File: config.mk
export PLATFORM = sky130hd
export DESIGN_NAME = time_setter
export DESIGN_NICKNAME = d
export VERILOG_FILES = /design/src/rtl/time_setter.sv
export SDC_FILE = /design/constraint.sdc
export NUM_CORES = 1
export LEC_CHECK = 0
export CORE_MARGIN = 2
export CORE_UTILIZATION = 45
export DETAILED_ROUTE_END_ITERATION = 10
export MAX_ROUTING_LAYER = met4
export PLACE_DENSITY = 0.66
export SKIP_CTS_REPAIR_TIMING = 1
export SYNTH_ARGS = -nofsm -noshare
export SYNTH_HDL_FRONTEND = slang
export SYNTH_SLANG_ARGS = --single-unit
File: constraint.sdc
create_clock -name SYSCLK -period 3.5 [get_ports SYSCLK]
set_input_delay 0.7 -clock SYSCLK [delete_from_list [all_inputs] [get_ports SYSCLK]]
set_output_delay 0.7 -clock SYSCLK [all_outputs]
set_load 0.005 [all_outputs]
File: src/rtl/time_setter.sv
`timescale 1ns/1ps
// time_setter: debounces the four front-panel keys, holds the minute/second
// preset and drives START/BUSY/ALARM around the downstream countdown timer.
module time_setter #(
  parameter int DEB_CYCLES = 4,
  parameter int MAX_MIN    = 7,
  parameter int MAX_SEC    = 59
) (
  input  logic       SYSCLK,
  input  logic       RST_B,
  input  logic       KEY_MIN,
  input  logic       KEY_SEC,
  input  logic       KEY_CLR,
  input  logic       KEY_START,
  input  logic       TIME_UP,
  output logic [2:0] TIME_MIN,
  output logic [5:0] TIME_SEC,
  output logic       START,
  output logic       BUSY,
  output logic       ALARM
);

  localparam int CW = $clog2(DEB_CYCLES);
  localparam logic [CW-1:0] CNT_LAST = CW'(DEB_CYCLES - 1);
  localparam logic [CW-1:0] CNT_ONE  = CW'(1);
  localparam logic [2:0]    MIN_LAST = 3'(MAX_MIN);
  localparam logic [5:0]    SEC_LAST = 6'(MAX_SEC);

  localparam logic [1:0] ST_SET  = 2'b00;
  localparam logic [1:0] ST_RUN  = 2'b01;
  localparam logic [1:0] ST_DONE = 2'b10;

  // Key index: 0 = MIN, 1 = SEC, 2 = CLR, 3 = START.
  logic [3:0]    raw_s;
  logic [3:0]    sync1_r;
  logic [3:0]    sync2_r;
  logic [3:0]    level_r;
  logic [3:0]    evt_r;
  logic [CW-1:0] cnt_r [4];

  logic [1:0] state_r, state_s;
  logic [2:0] min_r, min_s;
  logic [5:0] sec_r, sec_s;
  logic       start_r, start_s;
  logic       busy_r, busy_s;
  logic       alarm_r, alarm_s;
  logic       tu_prev_r, tu_prev_s;
  logic       preset_nz_s;
  logic       tu_rise_s;

  assign raw_s       = {KEY_START, KEY_CLR, KEY_SEC, KEY_MIN};
  assign preset_nz_s = (min_r != 3'd0) || (sec_r != 6'd0);
  assign tu_rise_s   = TIME_UP && !tu_prev_r;

  // Synchronize each key, then accept a level change only after DEB_CYCLES differing samples.
  always_ff @(posedge SYSCLK or negedge RST_B) begin
    if (!RST_B) begin
      sync1_r <= 4'b0000;
      sync2_r <= 4'b0000;
      level_r <= 4'b0000;
      evt_r   <= 4'b0000;
      for (int i = 0; i < 4; i++) begin
        cnt_r[i] <= {CW{1'b0}};
      end
    end else begin
      sync1_r <= raw_s;
      sync2_r <= sync1_r;
      for (int i = 0; i < 4; i++) begin
        if (sync2_r[i] != level_r[i]) begin
          if (cnt_r[i] == CNT_LAST) begin
            level_r[i] <= sync2_r[i];
            cnt_r[i]   <= {CW{1'b0}};
            evt_r[i]   <= sync2_r[i];
          end else begin
            cnt_r[i] <= cnt_r[i] + CNT_ONE;
            evt_r[i] <= 1'b0;
          end
        end else begin
          cnt_r[i] <= {CW{1'b0}};
          evt_r[i] <= 1'b0;
        end
      end
    end
  end

  // Preset editing and run/expiry control; CLR beats START beats MIN/SEC.
  always_comb begin
    state_s   = state_r;
    min_s     = min_r;
    sec_s     = sec_r;
    start_s   = 1'b0;
    busy_s    = busy_r;
    alarm_s   = alarm_r;
    tu_prev_s = TIME_UP;
    case (state_r)
      ST_SET: begin
        if (evt_r[2]) begin
          min_s = 3'd0;
          sec_s = 6'd0;
        end else if (evt_r[3]) begin
          if (preset_nz_s) begin
            start_s   = 1'b1;
            busy_s    = 1'b1;
            state_s   = ST_RUN;
            tu_prev_s = 1'b1;
          end else begin
            start_s = 1'b0;
          end
        end else begin
          if (evt_r[0]) begin
            min_s = (min_r == MIN_LAST) ? 3'd0 : min_r + 3'd1;
          end else begin
            min_s = min_r;
          end
          if (evt_r[1]) begin
            sec_s = (sec_r == SEC_LAST) ? 6'd0 : sec_r + 6'd1;
          end else begin
            sec_s = sec_r;
          end
        end
      end
      ST_RUN: begin
        if (tu_rise_s) begin
          state_s = ST_DONE;
          busy_s  = 1'b0;
          alarm_s = 1'b1;
        end else begin
          state_s = ST_RUN;
        end
      end
      ST_DONE: begin
        // The acknowledging key press is swallowed, presets stay for a restart.
        if (evt_r != 4'b0000) begin
          state_s = ST_SET;
          alarm_s = 1'b0;
        end else begin
          state_s = ST_DONE;
        end
      end
      default: begin
        state_s = ST_SET;
        busy_s  = 1'b0;
        alarm_s = 1'b0;
      end
    endcase
  end

  // Control and output registers.
  always_ff @(posedge SYSCLK or negedge RST_B) begin
    if (!RST_B) begin
      state_r   <= ST_SET;
      min_r     <= 3'd0;
      sec_r     <= 6'd0;
      start_r   <= 1'b0;
      busy_r    <= 1'b0;
      alarm_r   <= 1'b0;
      tu_prev_r <= 1'b0;
    end else begin
      state_r   <= state_s;
      min_r     <= min_s;
      sec_r     <= sec_s;
      start_r   <= start_s;
      busy_r    <= busy_s;
      alarm_r   <= alarm_s;
      tu_prev_r <= tu_prev_s;
    end
  end

  assign TIME_MIN = min_r;
  assign TIME_SEC = sec_r;
  assign START    = start_r;
  assign BUSY     = busy_r;
  assign ALARM    = alarm_r;

endmodule
# == After elaboration in Yosys (flattened, before gate mapping) ==
# Index checks and enable logic that the tools add are counted.
# totals
register_bits,39
in_bits,7
# classes
addsub,6
n_eq_ne,18
muxes,46
n_bitwise,2
n_reduce_logical,18
# op_table
cell,n
two-way mux 2 bit,13
two-way mux 6 bit,4
two-way mux 1 bit,22
two-way mux 3 bit,4
!= test 2 bit (second input constant),6
AND reduction 3 bit,4
equality test 2 bit (second input constant),5
adder 2 x 1 -> 2 bit (second input constant),4
AND reduction 2 bit,4
adder 6 x 1 -> 6 bit (second input constant),1
equality test 6 bit (second input constant),1
one-hot mux 1 bit (3 select lines),2
one-hot mux 2 bit (3 select lines),1
nonzero test 6 bit,1
AND reduction 5 bit,1
!= test 1 bit,4
nonzero test 2 bit,2
nonzero test 4 bit,1
adder 3 x 1 -> 3 bit (second input constant),1
equality test 3 bit (second input constant),1
nonzero test 3 bit,1
equality test 2 x 1 -> 1 bit (second input constant),1
zero test 2 bit,1
inverter 1 bit,2
3 further kinds,3

# == Depth between registers and ports, before layout ==
# depth
word_depth,6
ltp_mapped,5
mapped_depth_nobuf,5

# == Worst setup path after synthesis ==
# Ideal clock, no wire load.
# synth_path
path_type,reg2reg
from,"reg min_r[0], in the netlist TIME_MIN[0]"
to,reg tu_prev_r
setup_time_ns,0.124
t_arrival_ns,1.218
slack_ns,2.158
stages_incl_launch_ff,6
path_buffers,0
period_less_slack_ns,1.342
cell_sequence,dfrtp_1 > inv_1 > ha_1 > nor4b_1 > a31oi_2 > or2_1
# synth_between
elab_chain_cells,6
# synth_rtl
item,line_no,rtl
start: declaration,42,"logic [2:0] min_r, min_s;"
start signal: assignment,160,min_r <= min_s;
nonzero test 3 bit,52,assign preset_nz_s = (min_r != 3'd0) || (sec_r != 6'd0);
logical OR 1 bit,52,
two-way mux 1 bit,101,if (preset_nz_s) begin
two-way mux 1 bit,100,end else if (evt_r[3]) begin
two-way mux 1 bit,97,if (evt_r[2]) begin
two-way mux 1 bit,95,case (state_r)
via tu_prev_s,47,"logic tu_prev_r, tu_prev_s;"
end signal: assignment,165,tu_prev_r <= tu_prev_s;
end: declaration,47,
# The timed path passes the listed nets, and every way through them passes these cells.
# A chain may end at the register's enable or synchronous reset.

# == Worst setup path after layout ==
# layout_path
from,"reg sec_r[3], in the netlist TIME_SEC[3]"
to,out TIME_SEC[3]
# layout_rtl
item,line_no,rtl
start: declaration,43,"logic [5:0] sec_r, sec_s;"
start signal: assignment,161,sec_r <= sec_s;
end: declaration,17,"output logic [5:0] TIME_SEC,"
# No word-level cell between the ends.

==> impl_table.tex <==
\begin{tabular}{lr}
\hline
Metric & Value \\
\hline
\multicolumn{2}{l}{\textbf{GRT}} \\
Vias in the first global route & 1,148 \\
Total global-route track usage & 15.6\% \\
Maximum number of pins on one net before global-route repair & 40 \\
Global-route wire length before repair & 4770 um \\
Initial antenna violation count & 0 \\
Overflow after GRT & 0 \\
\multicolumn{2}{l}{\textbf{Critical path}} \\
Top fanout value on the critical path & 9 \\
Worst-path cell chain & clkdlybuf4s50\_1 \\
Worst R2R Setup Slack & 1.93 ns \\
Count of cells along the worst register-to-register path & 3 \\
Critical path data required time & 2.80 ns \\
Critical path's top delay family & buffers and inverters \\
Launching point of the worst reg2reg path & evt\_r[2]\$\_DFF\_PN0\_ \\
Total buffers and inverters traversed by the critical path & 1 \\
Endpoint class of the critical path & output port \\
Slowest stage cell on the critical path & sky130\_fd\_sc\_hd\_\_clkdlybuf4s50\_1 \\
Capturing point of the worst reg2reg path & state\_r[0]\$\_DFFE\_PN0P\_ \\
Setup crit start kind & flop \\
CP Data Arrival Time & 1.31 ns \\
Worst stage delay on the critical path & 0.55 ns \\
Critical path type & reg2out \\
\multicolumn{2}{l}{\textbf{Clocking}} \\
Cts bufs inserted & 5 \\
Clock tree from TritonCTS & built \\
H-Tree Level Count & 2 \\
CTS clk-pin slew, worst paths & 0.07 ns \\
Root cell of the clock tree & sky130\_fd\_sc\_hd\_\_clkbuf\_8 \\
TritonCTS sink count & 39 \\
Maximum root-to-sink buffer count & 2 \\
Source-to-sink clock delay at the later pin of the worst-skew pair & 0.28 ns \\
\multicolumn{2}{l}{\textbf{Outcome}} \\
Result of the run & completed \\
\multicolumn{2}{l}{\textbf{Synth}} \\
Warnings from Yosys & 0 \\
Top cell type by total area after synthesis & sky130\_fd\_sc\_hd\_\_dfrtp\_1 \\
List of most frequent post-synthesis cells & sky130\_fd\_sc\_hd\_\_dfrtp\_1, sky130\_fd\_sc\_hd\_\_inv\_1, sky130\_fd\_sc\_hd\_\_ha\_1, sky130\_fd\_sc\_hd\_\_nor2b\_1, sky130\_fd\_sc\_hd\_\_o21ai\_0 \\
Count of distinct cell types in the synthesized netlist & 39 \\
Number of enable-type register cells in the synthesized netlist & 0 \\
Net count after synthesis & 153 \\
Leading cell type by number of instances after synthesis & sky130\_fd\_sc\_hd\_\_dfrtp\_1 \\
Flip-flop and latch count after synthesis & 39 \\
Top\_reg\_cell synth & sky130\_fd\_sc\_hd\_\_dfrtp\_1 \\
Synthesized instance count & 137 \\
Mean area per synthesized cell & 12.2 um\^{}2 \\
Netlist Area Pre-Place & 1680 um\^{}2 \\
Sequential cell area fraction in the yosys report & 58.2\% \\
Cells taking the most area after synthesis & sky130\_fd\_sc\_hd\_\_dfrtp\_1, sky130\_fd\_sc\_hd\_\_ha\_1, sky130\_fd\_sc\_hd\_\_o2111ai\_1 \\
Area fraction of the dominant cell type after synthesis & 58.2\% \\
FFs w/ async S/R, synth & 100\% \\
\multicolumn{2}{l}{\textbf{Drt}} \\
Detailed-routing iteration count for the pre-antenna-repair pass & 4 \\
Vias after detailed routing & 1,132 \\
Detailed-route vias per instance & 5.42 \\
First-iteration detailed-routing DRC count & 80 \\
Final antenna-violating net count & 0 \\
Routed wire length & 2760 um \\
Avg WL per Cell & 13.2 um \\
Post-route DRC violation count & 0 \\
\multicolumn{2}{l}{\textbf{Cells and area}} \\
Final \#Nets & 176 \\
ANT cells & 0 \\
Fraction of final layout cells sized beyond drive strength 1 & 9.94\% \\
Layout filler cell count & 339 \\
Summed area of non-filler cells in the final layout & 1980 um\^{}2 \\
Layout Area Growth over Synthesis & 18.4\% \\
\multicolumn{2}{l}{\textbf{Floorplanning}} \\
Die area & 4230 um\^{}2 \\
Vertical die dimension & 65.0 um \\
Width of the die & 65.0 um \\
Core region area & 3630 um\^{}2 \\
Effective utilization at floorplan & 46.1\% \\
Standard-cell row count & 22 \\
Number of I/O pins & 19 \\
\multicolumn{2}{l}{\textbf{Flow run}} \\
Max-Cap Viols & 0 \\
\multicolumn{2}{l}{\textbf{Timing}} \\
Top achievable clock speed & 0.496 GHz \\
Post-route fraction of the period consumed by the critical path & 57.5\% \\
Worst clock skew & 0.00169 ns \\
Worst-Margin Slew & 0.821 ns \\
Unrepaired setup endpoints after global routing & false \\
Post-route worst setup slack & 1.49 ns \\
Hold violation count in the final report & 0 \\
Hold Slack & 0.352 ns \\
Relative slew slack & 45.3\% \\
Minimum clock period after layout & 2.01 ns \\
Final setup violation count & 0 \\
Count of pins over their slew limit & 0 \\
Setup TNS Final & 0 ns \\
\multicolumn{2}{l}{\textbf{Min path}} \\
Sink of the worst hold path & sync2\_r[1]\$\_DFF\_PN0\_ \\
Cell count of the worst hold path & 0 \\
Worst min-delay path startpoint & sync1\_r[1]\$\_DFF\_PN0\_ \\
Tightest Hold Check Type & reg2reg \\
\multicolumn{2}{l}{\textbf{Placed design}} \\
Global placer's final weighted congestion & 0.865 \\
Post-detail-place hpwl & 1960 um \\
Buffers added on ports & 18 \\
Post-placement worst setup slack & 1.63 ns \\
Area of placed instances & 1900 um\^{}2 \\
\multicolumn{2}{l}{\textbf{Power}} \\
Power share of the sequential group & 50.4\% \\
Switching power share of the total & 29.9\% \\
Part of the power in the clock network & 21.8\% \\
Combinational cell fraction of total power & 27.8\% \\
Standby leakage power & 0.906 nW \\
Pwr per Cell Area & 654 nW/um\^{}2 \\
Internal power & 0.910 mW \\
Max IR drop VDD & 322 uV \\
Switching power summed over all nets & 0.388 mW \\
\hline
\end{tabular}
==> placed cells by master, fill, tap and decap left out, types with 2 or more instances in the layout <==
cell type,instances
sky130_fd_sc_hd__nand3b_1,2
sky130_fd_sc_hd__mux2i_1,2
sky130_fd_sc_hd__mux2_2,4
sky130_fd_sc_hd__o21ai_0,7
sky130_fd_sc_hd__nand4_1,2
sky130_fd_sc_hd__xnor2_1,4
sky130_fd_sc_hd__o2111ai_1,6
sky130_fd_sc_hd__a21oi_1,2
sky130_fd_sc_hd__and3b_1,3
sky130_fd_sc_hd__clkbuf_1,2
sky130_fd_sc_hd__nor2b_1,7
sky130_fd_sc_hd__nand2_1,4
sky130_fd_sc_hd__nor3_1,5
sky130_fd_sc_hd__clkdlybuf4s50_1,17
sky130_fd_sc_hd__and3_1,2
sky130_fd_sc_hd__clkbuf_8,5
sky130_fd_sc_hd__nand3_1,2
sky130_fd_sc_hd__o211ai_1,3
sky130_fd_sc_hd__nor2_1,3
sky130_fd_sc_hd__inv_1,11
sky130_fd_sc_hd__dfrtp_1,39
sky130_fd_sc_hd__ha_1,9
==> stage by stage <==
stage / instances / util, % / total power, mW
2_1_floorplan: 137 / - / 0.881
4_1_cts: 209 / 54.6 / 1.32
3_3_place_gp: 201 / 52.4 / 1.01
3_5_place_dp: 201 / 52.4 / 1.03
6_report: 209 / 54.6 / 1.30
5_1_grt: 209 / 54.6 / 1.41
==> kinds of logic after synthesis <==
kind of cell / after synthesis / share of synthesized area [%]
AND/OR/NAND/NOR: 39 / 14.3
flip-flops: 39 / 58.2
buffers and inverters: 13 / 2.98
AO/OA/AOI/OAI: 27 / 11.9
adder cells (fa/ha/maj): 9 / 6.72
XOR/XNOR: 4 / 2.09
multiplexers: 6 / 3.88
==> worst register-to-register path: stages (launching register included) <==
cell	delay, ns
sky130_fd_sc_hd__dfrtp_1	0.54
sky130_fd_sc_hd__or4b_1	0.56
sky130_fd_sc_hd__a31oi_2	0.25
sky130_fd_sc_hd__o21bai_1	0.15
==> per-layer routing <==
| layer | GRT usage [%] | wire (um) | up-vias |
|---|---|---|---|
| li1 | - | - | 534 |
| met5 | - | 0 | - |
| met4 | 8.33 | 57 | 0 |
| met1 | 14.7 | 1100 | 561 |
| met2 | 28.4 | 1450 | 29 |
| met3 | 4.69 | 150 | 8 |
==> layout make-up <==
| class | count | area [um^2] | share of cell area (%) |
|---|---|---|---|
| tap | 48 | 60.1 | 3.03 |
| inverter | 11 | 41.3 | 2.08 |
| clock inverter | 1 | 5.00 | 0.252 |
| sequential | 39 | 976 | 49.2 |
| multi-input combinational | 85 | 651 | 32.8 |
| clock buffer | 7 | 76.3 | 3.85 |
| timing repair buffer | 18 | 175 | 8.83 |
==> registers in the layout, summed over array words and instances, names as in the netlist <==
| name | count |
|---|---|
| sync1_r | 4 |
| cnt_r | 8 |
| TIME_MIN | 3 |
| evt_r | 4 |
| TIME_SEC | 6 |
| BUSY | 1 |
| tu_prev_r | 1 |
| level_r | 4 |
| state_r | 2 |
| ALARM | 1 |
| sync2_r | 4 |
| START | 1 |
==> how the worst max path moves through the flow <==
stage / from / endpoint / slack, ns / cells after the start
after floorplan: TIME_MIN[0]$_DFFE_PN0P_ / tu_prev_r$_DFF_PN0_ / 2.16 / 5
after global placement: TIME_UP / BUSY$_DFFE_PN0P_ / 1.69 / 4
after detailed placement: TIME_UP / BUSY$_DFFE_PN0P_ / 1.63 / 4
after CTS: TIME_SEC[3]$_DFFE_PN0P_ / TIME_SEC[3] / 1.47 / 1
after global routing: TIME_SEC[3]$_DFFE_PN0P_ / TIME_SEC[3] / 1.41 / 1
final: TIME_SEC[3]$_DFFE_PN0P_ / TIME_SEC[3] / 1.49 / 1
==> power groups by stage <==
stage          Sequential, mW  Combinational, mW  Clock, mW
6_report                0.655              0.361      0.283
5_1_grt                 0.674              0.416      0.315
4_1_cts                 0.657              0.370      0.294
3_5_place_dp            0.666              0.368          0
3_3_place_gp            0.656              0.356          0
2_1_floorplan           0.645              0.236          0
Power figures use the tool's default switching activity.
